## config.mk

```make
export PLATFORM = sky130hd
export DESIGN_NAME = uart_rx
export DESIGN_NICKNAME = d
export VERILOG_FILES = /design/src/rtl/uart_rx.sv
export SDC_FILE = /design/constraint.sdc
export NUM_CORES = 1
export LEC_CHECK = 0
export ABC_AREA = 1
export CORE_ASPECT_RATIO = 0.7
export CORE_UTILIZATION = 45
export DETAILED_ROUTE_END_ITERATION = 7
export PLACE_DENSITY = 0.62
export SYNTH_ARGS = -nofsm -noshare
export SYNTH_HDL_FRONTEND = slang
export SYNTH_SLANG_ARGS = --single-unit
```

## constraint.sdc

```tcl
create_clock -name i_clk -period 1.7 [get_ports i_clk]
set_clock_uncertainty 0.1 [all_clocks]
set_input_delay 0.34 -clock i_clk [delete_from_list [all_inputs] [get_ports i_clk]]
set_output_delay 0.34 -clock i_clk [all_outputs]
set_load 0.02 [all_outputs]
```

## src/rtl/uart_rx.sv

```systemverilog
// 8-bit UART receiver with 2-flop synchronizer, mid-bit sampling and a one-deep output holding register.
// Optional even-parity bit after the data bits is enabled by defining UART_RX_PARITY_EN.
module uart_rx #(
  parameter int unsigned CLOCK_FREQUENCY = 12_000_000,
  parameter int unsigned BAUD_RATE       = 115200
) (
  input  logic       i_clk,
  input  logic       i_rst,
  input  logic       i_uart_rx,
  input  logic       i_rx_ack,
  output logic [7:0] o_rx_data,
  output logic       o_rx_valid,
  output logic       o_frame_err,
  output logic       o_overrun,
  output logic       o_parity_err
);

  localparam int unsigned CLOCKS_PER_BAUD = CLOCK_FREQUENCY / BAUD_RATE;
  localparam int unsigned CNT_W = (CLOCKS_PER_BAUD > 2) ? $clog2(CLOCKS_PER_BAUD) : 1;
  localparam logic [CNT_W-1:0] HALF_BAUD = CNT_W'(CLOCKS_PER_BAUD / 2);
  localparam logic [CNT_W-1:0] FULL_BAUD = CNT_W'(CLOCKS_PER_BAUD - 1);

  typedef enum logic [2:0] {
    S_IDLE   = 3'd0,
    S_START  = 3'd1,
    S_DATA   = 3'd2,
    S_STOP   = 3'd3
`ifdef UART_RX_PARITY_EN
    ,S_PARITY = 3'd4
`endif
  } state_t;

  state_t           r_state;
  state_t           w_state_next;
  logic             r_rx_meta;
  logic             r_rx_s;
  logic             r_rx_prev;
  logic [1:0]       r_fill;
  logic             r_armed;
  logic [CNT_W-1:0] r_baud_cnt;
  logic [2:0]       r_bit_idx;
  logic [7:0]       r_shift;
  logic             w_start_edge;
  logic             w_sample;
  logic             w_last_bit;
  logic             w_byte_done;
  logic             w_frame_err;
  logic             w_par_err;

  // r_fill marks when r_rx_s reflects the real line; r_armed needs a genuine high before any start
  always_ff @(posedge i_clk) begin
    if (i_rst) begin
      r_rx_meta <= 1'b1;
      r_rx_s    <= 1'b1;
      r_rx_prev <= 1'b1;
      r_fill    <= 2'b00;
      r_armed   <= 1'b0;
    end else begin
      r_rx_meta <= i_uart_rx;
      r_rx_s    <= r_rx_meta;
      r_rx_prev <= r_rx_s;
      r_fill    <= {r_fill[0], 1'b1};
      r_armed   <= r_armed | (r_fill[1] & r_rx_s);
    end
  end

  always_ff @(posedge i_clk) begin
    if (i_rst) r_state <= S_IDLE;
    else       r_state <= w_state_next;
  end

  always_comb begin
    w_state_next = r_state;
    case (r_state)
      S_IDLE:  if (w_start_edge) w_state_next = S_START;
      S_START: if (w_sample) w_state_next = r_rx_s ? S_IDLE : S_DATA;
`ifdef UART_RX_PARITY_EN
      S_DATA:   if (w_sample && w_last_bit) w_state_next = S_PARITY;
      S_PARITY: if (w_sample) w_state_next = S_STOP;
`else
      S_DATA:  if (w_sample && w_last_bit) w_state_next = S_STOP;
`endif
      S_STOP:  if (w_sample) w_state_next = S_IDLE;
      default: w_state_next = S_IDLE;
    endcase
  end

  always_comb begin
    w_start_edge = r_armed & r_rx_prev & ~r_rx_s;
    w_sample     = (r_state != S_IDLE) && (r_baud_cnt == '0);
    w_last_bit   = (r_bit_idx == 3'd7);
    w_byte_done  = (r_state == S_STOP) && w_sample && r_rx_s;
    w_frame_err  = (r_state == S_STOP) && w_sample && !r_rx_s;
  end

`ifdef UART_RX_PARITY_EN
  logic r_par_bit;

  always_ff @(posedge i_clk) begin
    if (i_rst)                                 r_par_bit <= 1'b0;
    else if ((r_state == S_PARITY) && w_sample) r_par_bit <= r_rx_s;
  end

  // even parity: data ones plus parity bit must be even
  assign w_par_err = ^{r_shift, r_par_bit};
`else
  assign w_par_err = 1'b0;
`endif

  // baud counter: half bit to centre of start bit, then full bit periods
  always_ff @(posedge i_clk) begin
    if (i_rst) begin
      r_baud_cnt <= '0;
      r_bit_idx  <= 3'd0;
      r_shift    <= 8'h00;
    end else begin
      if (r_state == S_IDLE)  r_baud_cnt <= w_start_edge ? HALF_BAUD : '0;
      else if (w_sample)      r_baud_cnt <= FULL_BAUD;
      else                    r_baud_cnt <= r_baud_cnt - CNT_W'(1);

      if (r_state == S_START) begin
        r_bit_idx <= 3'd0;
      end else if ((r_state == S_DATA) && w_sample) begin
        r_shift   <= {r_rx_s, r_shift[7:1]};
        r_bit_idx <= r_bit_idx + 3'd1;
      end
    end
  end

  // holding register: a completing byte wins over a same-cycle ack
  always_ff @(posedge i_clk) begin
    if (i_rst) begin
      o_rx_data   <= 8'h00;
      o_rx_valid  <= 1'b0;
      o_frame_err <= 1'b0;
      o_overrun   <= 1'b0;
    end else begin
      o_frame_err <= w_frame_err;
      o_overrun   <= w_byte_done & o_rx_valid & ~i_rx_ack;
      if (w_byte_done) begin
        o_rx_data  <= r_shift;
        o_rx_valid <= 1'b1;
      end else if (o_rx_valid && i_rx_ack) begin
        o_rx_valid <= 1'b0;
      end
    end
  end

`ifdef UART_RX_PARITY_EN
  always_ff @(posedge i_clk) begin
    if (i_rst) o_parity_err <= 1'b0;
    else       o_parity_err <= w_byte_done & w_par_err;
  end
`else
  assign o_parity_err = w_par_err;
`endif

endmodule

```

-- Word level (Yosys, flattened, before mapping)
Cells that the tools add are included.
- shift operators: 0
- multipliers: 0
- reduce and logical (&&, ||, !) cells: 15
- $add $sub $neg: 2
- div/mod/pow operators: 0
- mux-type cells: 12
- $lt $le $gt $ge: 0
- bitwise operators: 9
- equality and inequality tests: 8
- operators by type and width (cell ; number):
    $mux W7 ; 2
    $mux W3 ; 4
    $pmux W3 S4 ; 1
    $ne A2 B2 Y1 const B ; 4
    $logic_and A1 B1 Y1 ; 7
    $logic_not A7 Y1 ; 1
    $sub A7 B1 Y7 const B ; 1
    $eq A3 B2 Y1 const B ; 2
    $mux W6 ; 1
    $and A1 B1 Y1 ; 5
    $reduce_and A4 Y1 ; 1
    $add A3 B1 Y3 const B ; 1
    $eq A3 B1 Y1 const B ; 1
    $eq A3 B3 Y1 const B ; 1
    $logic_not A3 Y1 ; 1
    $mux W1 ; 3
    $not A1 Y1 ; 3
    $reduce_bool A3 Y1 ; 1
    $mux W2 ; 1
    $reduce_and A2 Y1 ; 1
    $reduce_bool A2 Y1 ; 1
    $reduce_or A2 Y1 ; 1
    $logic_not A1 Y1 ; 1
    $or A1 B1 Y1 ; 1
- latch bits: 0
- RAM bits: 0
- memories: 0
- flip-flop bits (word level): 38
- input port bits: 4
- word-level logic and storage cells: 60
- output and inout bits: 12
- ROM bits: 0

-- Depth between registers and ports, before layout
Gate-level depths: netlist of run 1.
- depth in word-level cells: 6
- mapped depth: 10
- depth with buffers taken out: 10

-- Least setup slack after synthesis of run 1
Ideal clock, no wire load.
- path kind: reg2reg
- start point: register r_baud_cnt[0]
- end point: register r_shift[7]
- library setup time: 0.113 ns
- period minus slack after synthesis: 1.520 ns
- arrival: 1.307 ns
- stages on the path, launching flop included: 11
- path buffers: 1
- slack: 0.180 ns
- required time: 1.487 ns
- path through: dfxtp_1 -> inv_1 -> ha_1 -> inv_1 -> nor2_2 -> nand3_4 -> nor2_4 -> inv_2 -> buf_6 -> nor2_2 -> nor2_1
- word-level cells in the longest chain between the ends: 4
- ends and longest elaborated chain (element ; RTL line ; text):
    start, declared ; 40 ; logic [CNT_W-1:0] r_baud_cnt;
    start signal, assigned ; 117 ; if (r_state == S_IDLE) r_baud_cnt <= w_start_edge ? HALF_BAUD : '0;
    start signal, assigned ; 119 ; else r_baud_cnt <= r_baud_cnt - CNT_W'(1);
    $logic_not A7 Y1 ; 90 ; w_sample = (r_state != S_IDLE) && (r_baud_cnt == '0);
    $logic_and A1 B1 Y1 ; 90 ;
    $logic_and A1 B1 Y1 ; 123 ; end else if ((r_state == S_DATA) && w_sample) begin
    $reduce_and A2 Y1 (no line) ; - ;
    end signal, assigned ; 124 ; r_shift <= {r_rx_s, r_shift[7:1]};
    end, declared ; 42 ; logic [7:0] r_shift;
Every way passes these cells.
A chain may end at the register's enable or synchronous reset.

-- Worst setup path in the final report of run 1
- start point: register o_rx_data[3]
- end point: output port o_rx_data[3]
- RTL lines (element ; RTL line ; text):
    start, declared ; 11 ; output logic [7:0] o_rx_data,
    start signal, assigned ; 141 ; o_rx_data <= r_shift;
No word-level cell between the ends.

==> impl_results.rst, run 1 <==
.. list-table::
   :header-rows: 1

   * - Metric
     - Value
   * - Status
     - finished, final reports clean
   * - Leading cell type in the layout, fill and taps excluded
     - nand2_1
   * - Final Critical Period
     - 1668 ps
   * - Crit start category
     - flip-flop
   * - Hold-fix buffers, CTS
     - 0
   * - Area of combinational cells with multiple inputs
     - 684.4 um2
   * - Wire length per cell after detailed routing
     - 11.69 um
   * - Die Span Y
     - 52.28 um
   * - DP Wirelength
     - 2411 um
   * - Number of synthesized flops with an enable pin
     - 0
   * - Net switching share of the total power
     - 19.65%
   * - Final critical-path setup slack
     - 32.34 ps
   * - Post-route DRC
     - 0
   * - Cell Area, Placed
     - 1798 um2
   * - Maximum clock path buffer count
     - 2
   * - Port buffer count
     - 14
   * - CTS tree
     - done
   * - Final hold violation count
     - 0
   * - Post-synth cell types
     - 25
   * - Proportion of power drawn by flip-flops and latches
     - 47.6%
   * - Vias per Instance
     - 4.770
   * - Maximum achievable frequency
     - 0.5996 GHz
   * - Latest clock arrival within the worst-skew pair
     - 290 ps
   * - Critical Path AT
     - 1230 ps
   * - I/O pin count
     - 16
   * - Setup crit end kind
     - output port
   * - Start point of the critical path
     - o_rx_data[3]
   * - Critical path data required time
     - 1260 ps
   * - Width of the die
     - 73.83 um
   * - Worst setup timing slack at the placement stage
     - 28.89 ps
   * - Pwr Density
     - 935.4 nW/um2
   * - Syn avg cell area
     - 7.525 um2
   * - Total grt overflow
     - 0
   * - Top flip-flop cell by instance count after synthesis
     - dfxtp_1
   * - Initial standard-cell utilization of the core
     - 49.30%
   * - Share of flip-flops with an asynchronous set or reset after synthesis
     - 0%
   * - Peak fanout along the critical path
     - 2
   * - Metal2 WL
     - 1488 um
   * - Met1 wire length
     - 1633 um
   * - Final weighted congestion in routability-driven placement
     - 0.7972
   * - Sequential cell area
     - 740.7 um2
   * - Worst path max stage delay
     - 600 ps
   * - Number of buffers created by CTS
     - 5
   * - Total routed wirelength
     - 3297 um
   * - Met3 Routed Length
     - 133 um
   * - #FFs+latches synth
     - 37
   * - DRC marker count from the first detailed-route iteration
     - 131
   * - Setup repair after global routing missed its margin
     - yes
   * - Launching point of the worst reg2reg path
     - r_baud_cnt[0]
   * - Syn-to-layout area delta
     - 21.71%
   * - Final Net Count
     - 241
   * - Leakage power summed over all cells
     - 0.9494 nW
   * - HP Start
     - r_fill[0]
   * - First-pass GRT wire length
     - 5575 um
   * - Bufs and invs on worst path
     - 1
   * - Mapped Nets
     - 223
   * - Number of instances in the synthesized netlist
     - 216
   * - Final count of negative-setup-slack endpoints
     - 0
   * - Maximum number of pins on one net before global-route repair
     - 18
   * - Area of all placed cells without fillers
     - 1978 um2
   * - Most used cells in the layout excluding fill and tap cells
     - nand2_1 (38), dfxtp_1 (37), inv_1 (35)
   * - Detailed Routing Iterations Pass 1
     - 4
   * - Part of the power in combinational logic
     - 4.0%
   * - Initial antenna violation count
     - 0
   * - Max cap viols
     - 0
   * - Largest delay contributor family on the critical path
     - buffers and inverters
   * - Post-synthesis sequential area ratio
     - 45.57%
   * - Post-synthesis instance area
     - 1625 um2
   * - Core Region
     - 3297 um2
   * - Std-Cell Rows
     - 17
   * - Clock share of power
     - 48.3%
   * - Final number of max-transition violations
     - 0
   * - Number of antenna-violating nets in the routed design
     - 0
   * - Type of the most critical hold path
     - reg2reg
   * - Maximum level of the CTS H-tree
     - 2
   * - Clock sink total
     - 37
   * - Slowest stage cell on the critical path
     - clkdlybuf4s50_1
   * - YS warnings
     - 0
   * - Share of layout cells above drive strength 1
     - 17.02%
   * - Final worst path period share
     - 98.10%
   * - Internal power component
     - 0.001487 W
   * - Startpoint-to-endpoint class of the critical path
     - reg2out
   * - Max rail drop VDD
     - 573.0 uV
   * - Clock-pin slew of the registers on the worst-case setup and hold paths
     - 70 ps
   * - Total global routing track utilization
     - 19.92%
   * - Net switching power
     - 0.0003636 W
   * - Cell-by-cell listing of the critical path
     - clkdlybuf4s50_1
   * - Highest signal layer in the routed design
     - met4
   * - Number of fillers in the final layout
     - 297
   * - Via count
     - 1345
   * - Vias in the first global route
     - 1288
   * - Root cell of the clock tree
     - clkbuf_8
   * - Ant. Diodes
     - 0
   * - Die Outline Area
     - 3860 um2
[area by class of cell]
type | instances | share of cell area, %
clock buffer | 5 | 3.479
clock inverter | 3 | 3.289
inverter | 41 | 8.033
multi-input combinational | 129 | 34.60
sequential | 37 | 37.44
tap | 47 | 2.973
timing repair buffer | 20 | 10.18
[stage by stage]
step / utilization (%) / TNS, ps / hold slack (ps) / total power, W / cells
finish: 60.00 / 0 / 309.3 / 0.001850 / 282
global route: 60.00 / -10.94 / 324.2 / 0.001911 / 282
CTS: 58.67 / 0 / 315.0 / 0.001867 / 281
detailed placement: 54.54 / 0 / 300.1 / 0.0009728 / 273
global placement: 54.54 / 0 / 293.3 / 0.0009709 / 273
floorplan: - / 0 / 288.3 / 0.0009544 / 216
[logic make-up after synthesis]
kind of cell               Yosys count  share of synthesized area (%)
adders and majority gates            3                          2.310
other                                1                         0.2307
DFF                                 37                          45.57
buffers and inverters               50                          13.39
AOI/OAI and AO/OA                   25                          8.006
and+or+nand+nor                    100                          30.48
[registers in the layout (all words and copies together), names as in the netlist]
register / cells
o_rx_data: 8
r_shift: 8
r_baud_cnt: 7
r_bit_idx: 3
r_fill: 2
r_state: 2
o_frame_err: 1
o_overrun: 1
o_rx_valid: 1
r_armed: 1
r_rx_meta: 1
r_rx_prev: 1
r_rx_s: 1
[path summary, 6_finish.rpt]
path	endpoint	slack (ps)	cells past startpoint
max	o_rx_data[3]	30	1
min	r_fill[1]	310	2
max reg2reg	r_shift[6]	120	9
min reg2reg	r_fill[1]	310	2
[power by group through the flow]
stage                     Combinational, W  Sequential (W)  Clock, W
after CTS                        0.0000733        0.000881  0.000912
after global placement           0.0000699        0.000901         0
after floorplan                  0.0000545        0.000900         0
after global routing             0.0000823        0.000882  0.000947
final                            0.0000748        0.000881  0.000894
after detailed placement         0.0000718        0.000901         0
[Yosys cell counts (all sizes together), types with 2 or more instances]
cell type,instances,area [um2]
inv,40,150.1
nor2,40,190.2
nand2,38,142.6
dfxtp,37,740.7
a21oi,12,60.06
o21ai,11,55.05
nand4,10,62.56
nand3,8,70.06
buf,7,56.30
ha,3,37.54
clkbuf,2,7.510
or2,2,12.51
[layer usage]
layer	GRT usage, %	up-vias
met2	31.80	18
li1	-	694
met1	24.49	628
met3	5.769	5
met5	0	-
met4	10.26	0
[timing repair]
item | in CTS | in global routing
pin swaps | 0 | 2
setup endpoints to repair | 1 | 24
gates resized for setup | 1 | 12
buffers inserted | 0 | 1
hold endpoints to repair | 0 | 0
Note: power is estimated with default switching activity, not from simulation.
==> run 2: changes to the inputs <==
- ABC_AREA: 1 -> 0
- PLACE_DENSITY: 0.62 -> 0.63
==> run 2 against run 1 <==
Net effect:
- the flow now finishes with violations (DRC, setup timing)
- largest power group is now sequential cells
- sequential cell count unchanged
- die area fell by 8.4%
- critical path type is now reg2reg
- non-clock buffer count rose by 13
- combinational power is 20% higher
- register-to-register slack got worse by 170 ps
- synthesized cell count decreased by 30%
- count of clock-buffer cells in the layout unchanged
- power shrank 15%
- synthesized area is 8.7% lower
- routed wire length down 8.7%
==> impl_results.rst, run 2 <==
.. list-table::
   :header-rows: 1

   * - Metric
     - Value
   * - Final hold violation count
     - 0
   * - Maximum clock path buffer count
     - 2
   * - Leading cell type in the layout, fill and taps excluded
     - dfxtp_1
   * - Maximum number of pins on one net before global-route repair
     - 22
   * - Top flip-flop cell by instance count after synthesis
     - dfxtp_1
   * - Share of layout cells above drive strength 1
     - 24.59%
   * - Post-route DRC
     - 5
   * - Post-synth cell types
     - 40
   * - Clock-pin slew of the registers on the worst-case setup and hold paths
     - 70 ps
   * - Setup repair after global routing missed its margin
     - yes
   * - Root cell of the clock tree
     - clkbuf_8
   * - Die Span Y
     - 50.05 um
   * - Peak fanout along the critical path
     - 6
   * - Leakage power summed over all cells
     - 0.9339 nW
   * - Maximum achievable frequency
     - 0.5713 GHz
   * - Total grt overflow
     - 0
   * - Number of buffers created by CTS
     - 5
   * - Std-Cell Rows
     - 17
   * - Cell depth of the worst flop-to-flop path
     - 5
   * - Status
     - finished with violations
   * - Registers with the highest flip-flop counts
     - o_rx_data x8, r_shift x8, r_baud_cnt x7
   * - Vias per Instance
     - 5.317
   * - Core Region
     - 3148 um2
   * - Detailed Routing Iterations Pass 1
     - 6
   * - Critical path data required time
     - 1790 ps
   * - YS warnings
     - 0
   * - Max cap viols
     - 0
   * - Setup crit end kind
     - flip-flop
   * - Launching point of the worst reg2reg path
     - r_baud_cnt[0]
   * - Share of flip-flops with an asynchronous set or reset after synthesis
     - 0%
   * - Post-synthesis sequential area ratio
     - 49.92%
   * - Max rail drop VDD
     - 586.4 uV
   * - Vias in the first global route
     - 1065
   * - Start point of the critical path
     - r_baud_cnt[0]
   * - Wire length per cell after detailed routing
     - 13.62 um
   * - Worst setup timing slack at the placement stage
     - -123.0 ps
   * - Final Net Count
     - 189
   * - R2R setup slack
     - -50 ps
   * - Number of antenna-violating nets in the routed design
     - 0
   * - Die Outline Area
     - 3535 um2
   * - Final critical-path setup slack
     - -50.52 ps
   * - Hold-fix buffers, CTS
     - 0
   * - Worst Hold Margin
     - 313.3 ps
   * - Most frequent cell after synthesis
     - dfxtp_1
   * - Area of combinational cells with multiple inputs
     - 708.2 um2
   * - Worst flop-to-flop path endpoint
     - r_shift[4]
   * - Final weighted congestion in routability-driven placement
     - 0.8138
   * - Largest cells by area after synthesis
     - dfxtp_1 (50%), mux2i_1 (11%), nand2_1 (5.3%)
   * - Pwr Density
     - 822.0 nW/um2
   * - Type of the most critical hold path
     - reg2reg
   * - Port buffer count
     - 14
   * - Width of the die
     - 70.64 um
   * - Number of synthesized flops with an enable pin
     - 0
   * - Syn-to-layout area delta
     - 29.26%
   * - Sequential cell area
     - 743.2 um2
   * - Critical Path AT
     - 1840 ps
   * - Mapped Nets
     - 159
   * - Ant. Diodes
     - 0
   * - Post-synth top area share
     - 49.92%
   * - Latest clock arrival within the worst-skew pair
     - 290 ps
   * - DRC marker count from the first detailed-route iteration
     - 68
   * - CTS tree
     - done
   * - Crit start category
     - flip-flop
   * - Initial standard-cell utilization of the core
     - 47.14%
   * - First-pass GRT wire length
     - 5085 um
   * - Maximum level of the CTS H-tree
     - 2
   * - Number of fillers in the final layout
     - 285
   * - #FFs+latches synth
     - 37
   * - Violated checks
     - DRC, setup timing
   * - Clock sink total
     - 37
   * - Syn avg cell area
     - 9.763 um2
   * - Initial antenna violation count
     - 0
   * - Number of instances in the synthesized netlist
     - 152
   * - Cell accounting for the most synthesized area
     - dfxtp_1
   * - Final worst path period share
     - 103.0%
   * - Total global routing track utilization
     - 19.41%
   * - Worst setup path end
     - r_shift[4]
   * - Final count of negative-setup-slack endpoints
     - 8
   * - Via count
     - 1175
   * - Final Critical Period
     - 1751 ps
   * - Most used cells in the layout excluding fill and tap cells
     - dfxtp_1 (35), nand2_1 (21), buf_4 (18)
   * - DP Wirelength
     - 2132 um
   * - Total routed wirelength
     - 3009 um
   * - Post-synthesis instance area
     - 1484 um2
   * - Startpoint-to-endpoint class of the critical path
     - reg2reg
   * - I/O pin count
     - 16
   * - Final number of max-transition violations
     - 0
   * - Synth top cells by count
     - dfxtp_1 (37), nand2_1 (21), mux2i_1 (16)
-- run 2: worst min path at each step --
stage                          from      to  slack [ps]  depth (start not counted)
after global placement    r_rx_meta  r_rx_s         300                          1
after floorplan           r_rx_meta  r_rx_s         290                          1
after CTS                 r_rx_meta  r_rx_s         310                          1
after detailed placement  r_rx_meta  r_rx_s         300                          1
after global routing      r_rx_meta  r_rx_s         330                          1
final                     r_rx_meta  r_rx_s         310                          1
-- run 2: layout make-up --
type	instances	share of cell area, %
clock inverters	3	0.9132
multi-input cells	99	36.92
inverters	6	1.174
clock buffers	5	3.588
repair buffers	33	16.18
flip-flops and latches	37	38.75
well taps	38	2.479
-- run 2: report_power, final --
| part | internal [W] | switching [W] |
|---|---|---|
| sequential | 0.000876 | 0.00000657 |
| combinational | 0.0000424 | 0.0000477 |
| clock | 0.000283 | 0.000321 |
-- run 2: kinds of logic after synthesis --
family,count (synthesis),share of synthesized area (%)
compound gates,19,8.938
simple gates,56,20.15
fa+ha+maj,3,2.530
mux,17,11.55
buf+inv,16,4.890
other cells,1,0.2527
xor+xnor,3,1.771
flops,37,49.92
-- run 2: per-layer routing --
layer	global-route usage (%)	vias to the layer above	wire, um
li1	-	593	-
met1	26.64	556	1558
met2	27.18	21	1280
met3	7.362	5	138
met4	8.000	0	31
met5	0	-	0
-- run 2: critical path, stage by stage, from the launching register on --
cell and delay, ps:
dfxtp_2 330, inv_2 70, ha_4 120, or3b_4 370, or4_4 500, mux2i_1 150
-- run 2: stage by stage --
| stage | cells | power [W] | util (%) | area (um2) | setup TNS [ps] |
|---|---|---|---|---|---|
| after floorplan | 152 | 0.0009542 | - | 1505 | -1515 |
| after global placement | 211 | 0.0009863 | 56.44 | 1777 | -650.6 |
| after detailed placement | 211 | 0.0009870 | 56.44 | 1777 | -967.9 |
| after CTS | 221 | 0.001590 | 60.10 | 1892 | -413.5 |
| after global routing | 221 | 0.001651 | 60.93 | 1918 | -898.5 |
| final | 221 | 0.001577 | 60.93 | 1918 | -325.7 |
-- run 2: repair_timing --
action	CTS	global route
pin swaps	3	1
setup buffers	2	0
resized for setup	4	8
setup endpoints to repair	11	20
==> run 3: changes to the inputs <==
- CORE_ASPECT_RATIO: 0.7 -> unset
==> run 3 against run 2 <==
Net effect:
- the run ends with setup timing left
- hold slack gained 16 ps
- cell area shrank 1.5%
- fmax shrank 1.2%
- routed wire length shrank 1.9%
- sequential power is essentially flat
- first-iteration DRC count shrank 18%
- non-clock buffer count is the same
- die area shrank 0.10%
- sequential cell count is the same
- critical path depth is the same
- largest power group unchanged
==> impl_results.rst, run 3 (synthesis gave the netlist of run 2 again) <==
.. list-table::
   :header-rows: 1

   * - Metric
     - Value
   * - Wire length per cell after detailed routing
     - 13.07 um
   * - Violated checks
     - setup timing
   * - Maximum clock path buffer count
     - 2
   * - Total routed wirelength
     - 2953 um
   * - Detailed Routing Iterations Pass 1
     - 4
   * - Worst path max stage delay
     - 500 ps
   * - Number of antenna-violating nets in the routed design
     - 0
   * - Pwr Density
     - 769.1 nW/um2
   * - Number of fillers in the final layout
     - 288
   * - Leading cell type in the layout, fill and taps excluded
     - dfxtp_1
   * - Max rail drop VDD
     - 610.6 uV
   * - Clock-pin slew of the registers on the worst-case setup and hold paths
     - 110 ps
   * - Number of gates on the worst path with buffers counted
     - 5
   * - Syn-to-layout area delta
     - 27.32%
   * - Die Outline Area
     - 3531 um2
   * - Setup crit end kind
     - flip-flop
   * - Bufs and invs on worst path
     - 1
   * - Die Span Y
     - 59.43 um
   * - Max cap viols
     - 0
   * - Post-route DRC
     - 0
   * - Clock sink total
     - 37
   * - Final worst path period share
     - 104.2%
   * - Cell depth of the worst flop-to-flop path
     - 5
   * - Largest delay contributor family on the critical path
     - simple AND/OR/NAND/NOR gates
   * - Ant. Diodes
     - 0
   * - Total global routing track utilization
     - 19.58%
   * - Number of buffers created by CTS
     - 5
   * - Maximum level of the CTS H-tree
     - 2
   * - Maximum achievable frequency
     - 0.5647 GHz
   * - Initial standard-cell utilization of the core
     - 47.82%
   * - Registers with the highest flip-flop counts
     - o_rx_data x8, r_shift x8, r_baud_cnt x7
   * - Core Region
     - 3103 um2
   * - Final critical-path setup slack
     - -70.97 ps
   * - Width of the die
     - 59.43 um
   * - Critical Path AT
     - 1900 ps
   * - Port buffer count
     - 14
   * - Latest clock arrival within the worst-skew pair
     - 340 ps
   * - Final count of negative-setup-slack endpoints
     - 6
   * - Area of all placed cells without fillers
     - 1889 um2
   * - Type of the most critical hold path
     - reg2reg
   * - Status
     - finished with violations
   * - Total grt overflow
     - 0
   * - Final Critical Period
     - 1771 ps
   * - Cell-by-cell listing of the critical path
     - inv_2 > ha_4 > or3b_4 > or4_4 > mux2i_1
   * - Worst setup timing slack at the placement stage
     - -125.7 ps
   * - Via count
     - 1163
   * - Vias in the first global route
     - 1114
   * - Leakage power summed over all cells
     - 0.8584 nW
   * - Final weighted congestion in routability-driven placement
     - 0.8811
   * - I/O pin count
     - 16
   * - Final cell utilization of the core
     - 60.89%
   * - Most used cells in the layout excluding fill and tap cells
     - dfxtp_1 (35), nand2_1 (21), buf_4 (17)
   * - Design Power
     - 0.001453 W
   * - TNS Setup
     - -369.9 ps
   * - Critical path data required time
     - 1830 ps
   * - Initial antenna violation count
     - 0
   * - DRC marker count from the first detailed-route iteration
     - 56
   * - Number of instances on the worst hold path
     - 1
   * - Slowest stage cell on the critical path
     - or4_4
   * - Share of layout cells above drive strength 1
     - 25.27%
   * - Root cell of the clock tree
     - clkbuf_4
   * - Std-Cell Rows
     - 20
   * - Startpoint-to-endpoint class of the critical path
     - reg2reg
   * - Peak fanout along the critical path
     - 6
   * - DP Wirelength
     - 2142 um
   * - First-pass GRT wire length
     - 5043 um
   * - Crit start category
     - flip-flop
   * - Setup repair after global routing missed its margin
     - yes
   * - Hold-fix buffers, CTS
     - 0
   * - Final Net Count
     - 189
   * - Maximum number of pins on one net before global-route repair
     - 22
   * - Cell Area, Placed
     - 1792 um2
   * - Final number of max-transition violations
     - 0
   * - Vias per Instance
     - 5.146
   * - CTS tree
     - done
   * - Final hold violation count
     - 0
==> run 3: cell count changes in the layout (fill, tap and decap cells not counted), moves of 2 or more <==
| cell | change |
|---|---|
| dlygate4sd2_1 | +11 |
| dlymetal6s2s_1 | -6 |
| clkbuf_4 | +5 |
| clkdlybuf4s50_1 | -5 |
| clkbuf_8 | -4 |
| clkinv_2 | -2 |
==> run 3: per-layer routing <==
metal	part of all wire, %	GRT usage [%]	wire length [um]
met4	1.8	8.163	52
met1	47	24.80	1375
met2	48	30.50	1431
met3	3.2	6.332	94
met5	0	0	0
==> run 3: power breakdown <==
group / leakage [nW] / total, W / switching, W / internal [W]
Clock: 0.0303 / 0.000474 / 0.000281 / 0.000194
Sequential: 0.301 / 0.000883 / 0.00000671 / 0.000877
Combinational: 0.527 / 0.0000954 / 0.0000495 / 0.0000459
==> run 3: area by class of cell <==
class	instances	area [um2]	area share (%)
sequential	37	743.2	39.34
multi-input combinational	99	724.4	38.34
timing repair buffer	33	285.3	15.10
tap	44	55.05	2.914
clock buffer	6	51.30	2.715
inverter	6	22.52	1.192
clock inverter	1	7.507	0.3974
==> run 3: repair_timing <==
action	4_1_cts	5_1_grt
pin swaps	2	0
resized for setup	15	5
endpoints found under the setup margin	22	20
buffers inserted	1	0
==> run 3: path summary, 6_finish.rpt <==
check / from / to / slack, ps
max: r_baud_cnt[1] / r_shift[4] / -70
min: r_rx_meta / r_rx_s / 330
max reg2reg: r_baud_cnt[1] / r_shift[4] / -70
min reg2reg: r_rx_meta / r_rx_s / 330
==> run 3: worst register-to-register path: cells and delay by family, from the launching register on <==
kind | cells | cell delay (ps)
flip-flops | 1 | 340
buffers and inverters | 1 | 70
AND/OR/NAND/NOR | 2 | 870
adder cells (fa/ha/maj) | 1 | 130
multiplexers | 1 | 160
==> run 3: metrics by stage <==
step | hold slack (ps) | cells
after floorplan | 289.5 | 152
after global placement | 293.3 | 218
after detailed placement | 306.8 | 218
after CTS | 334.5 | 226
after global routing | 348.7 | 226
final | 329.0 | 226
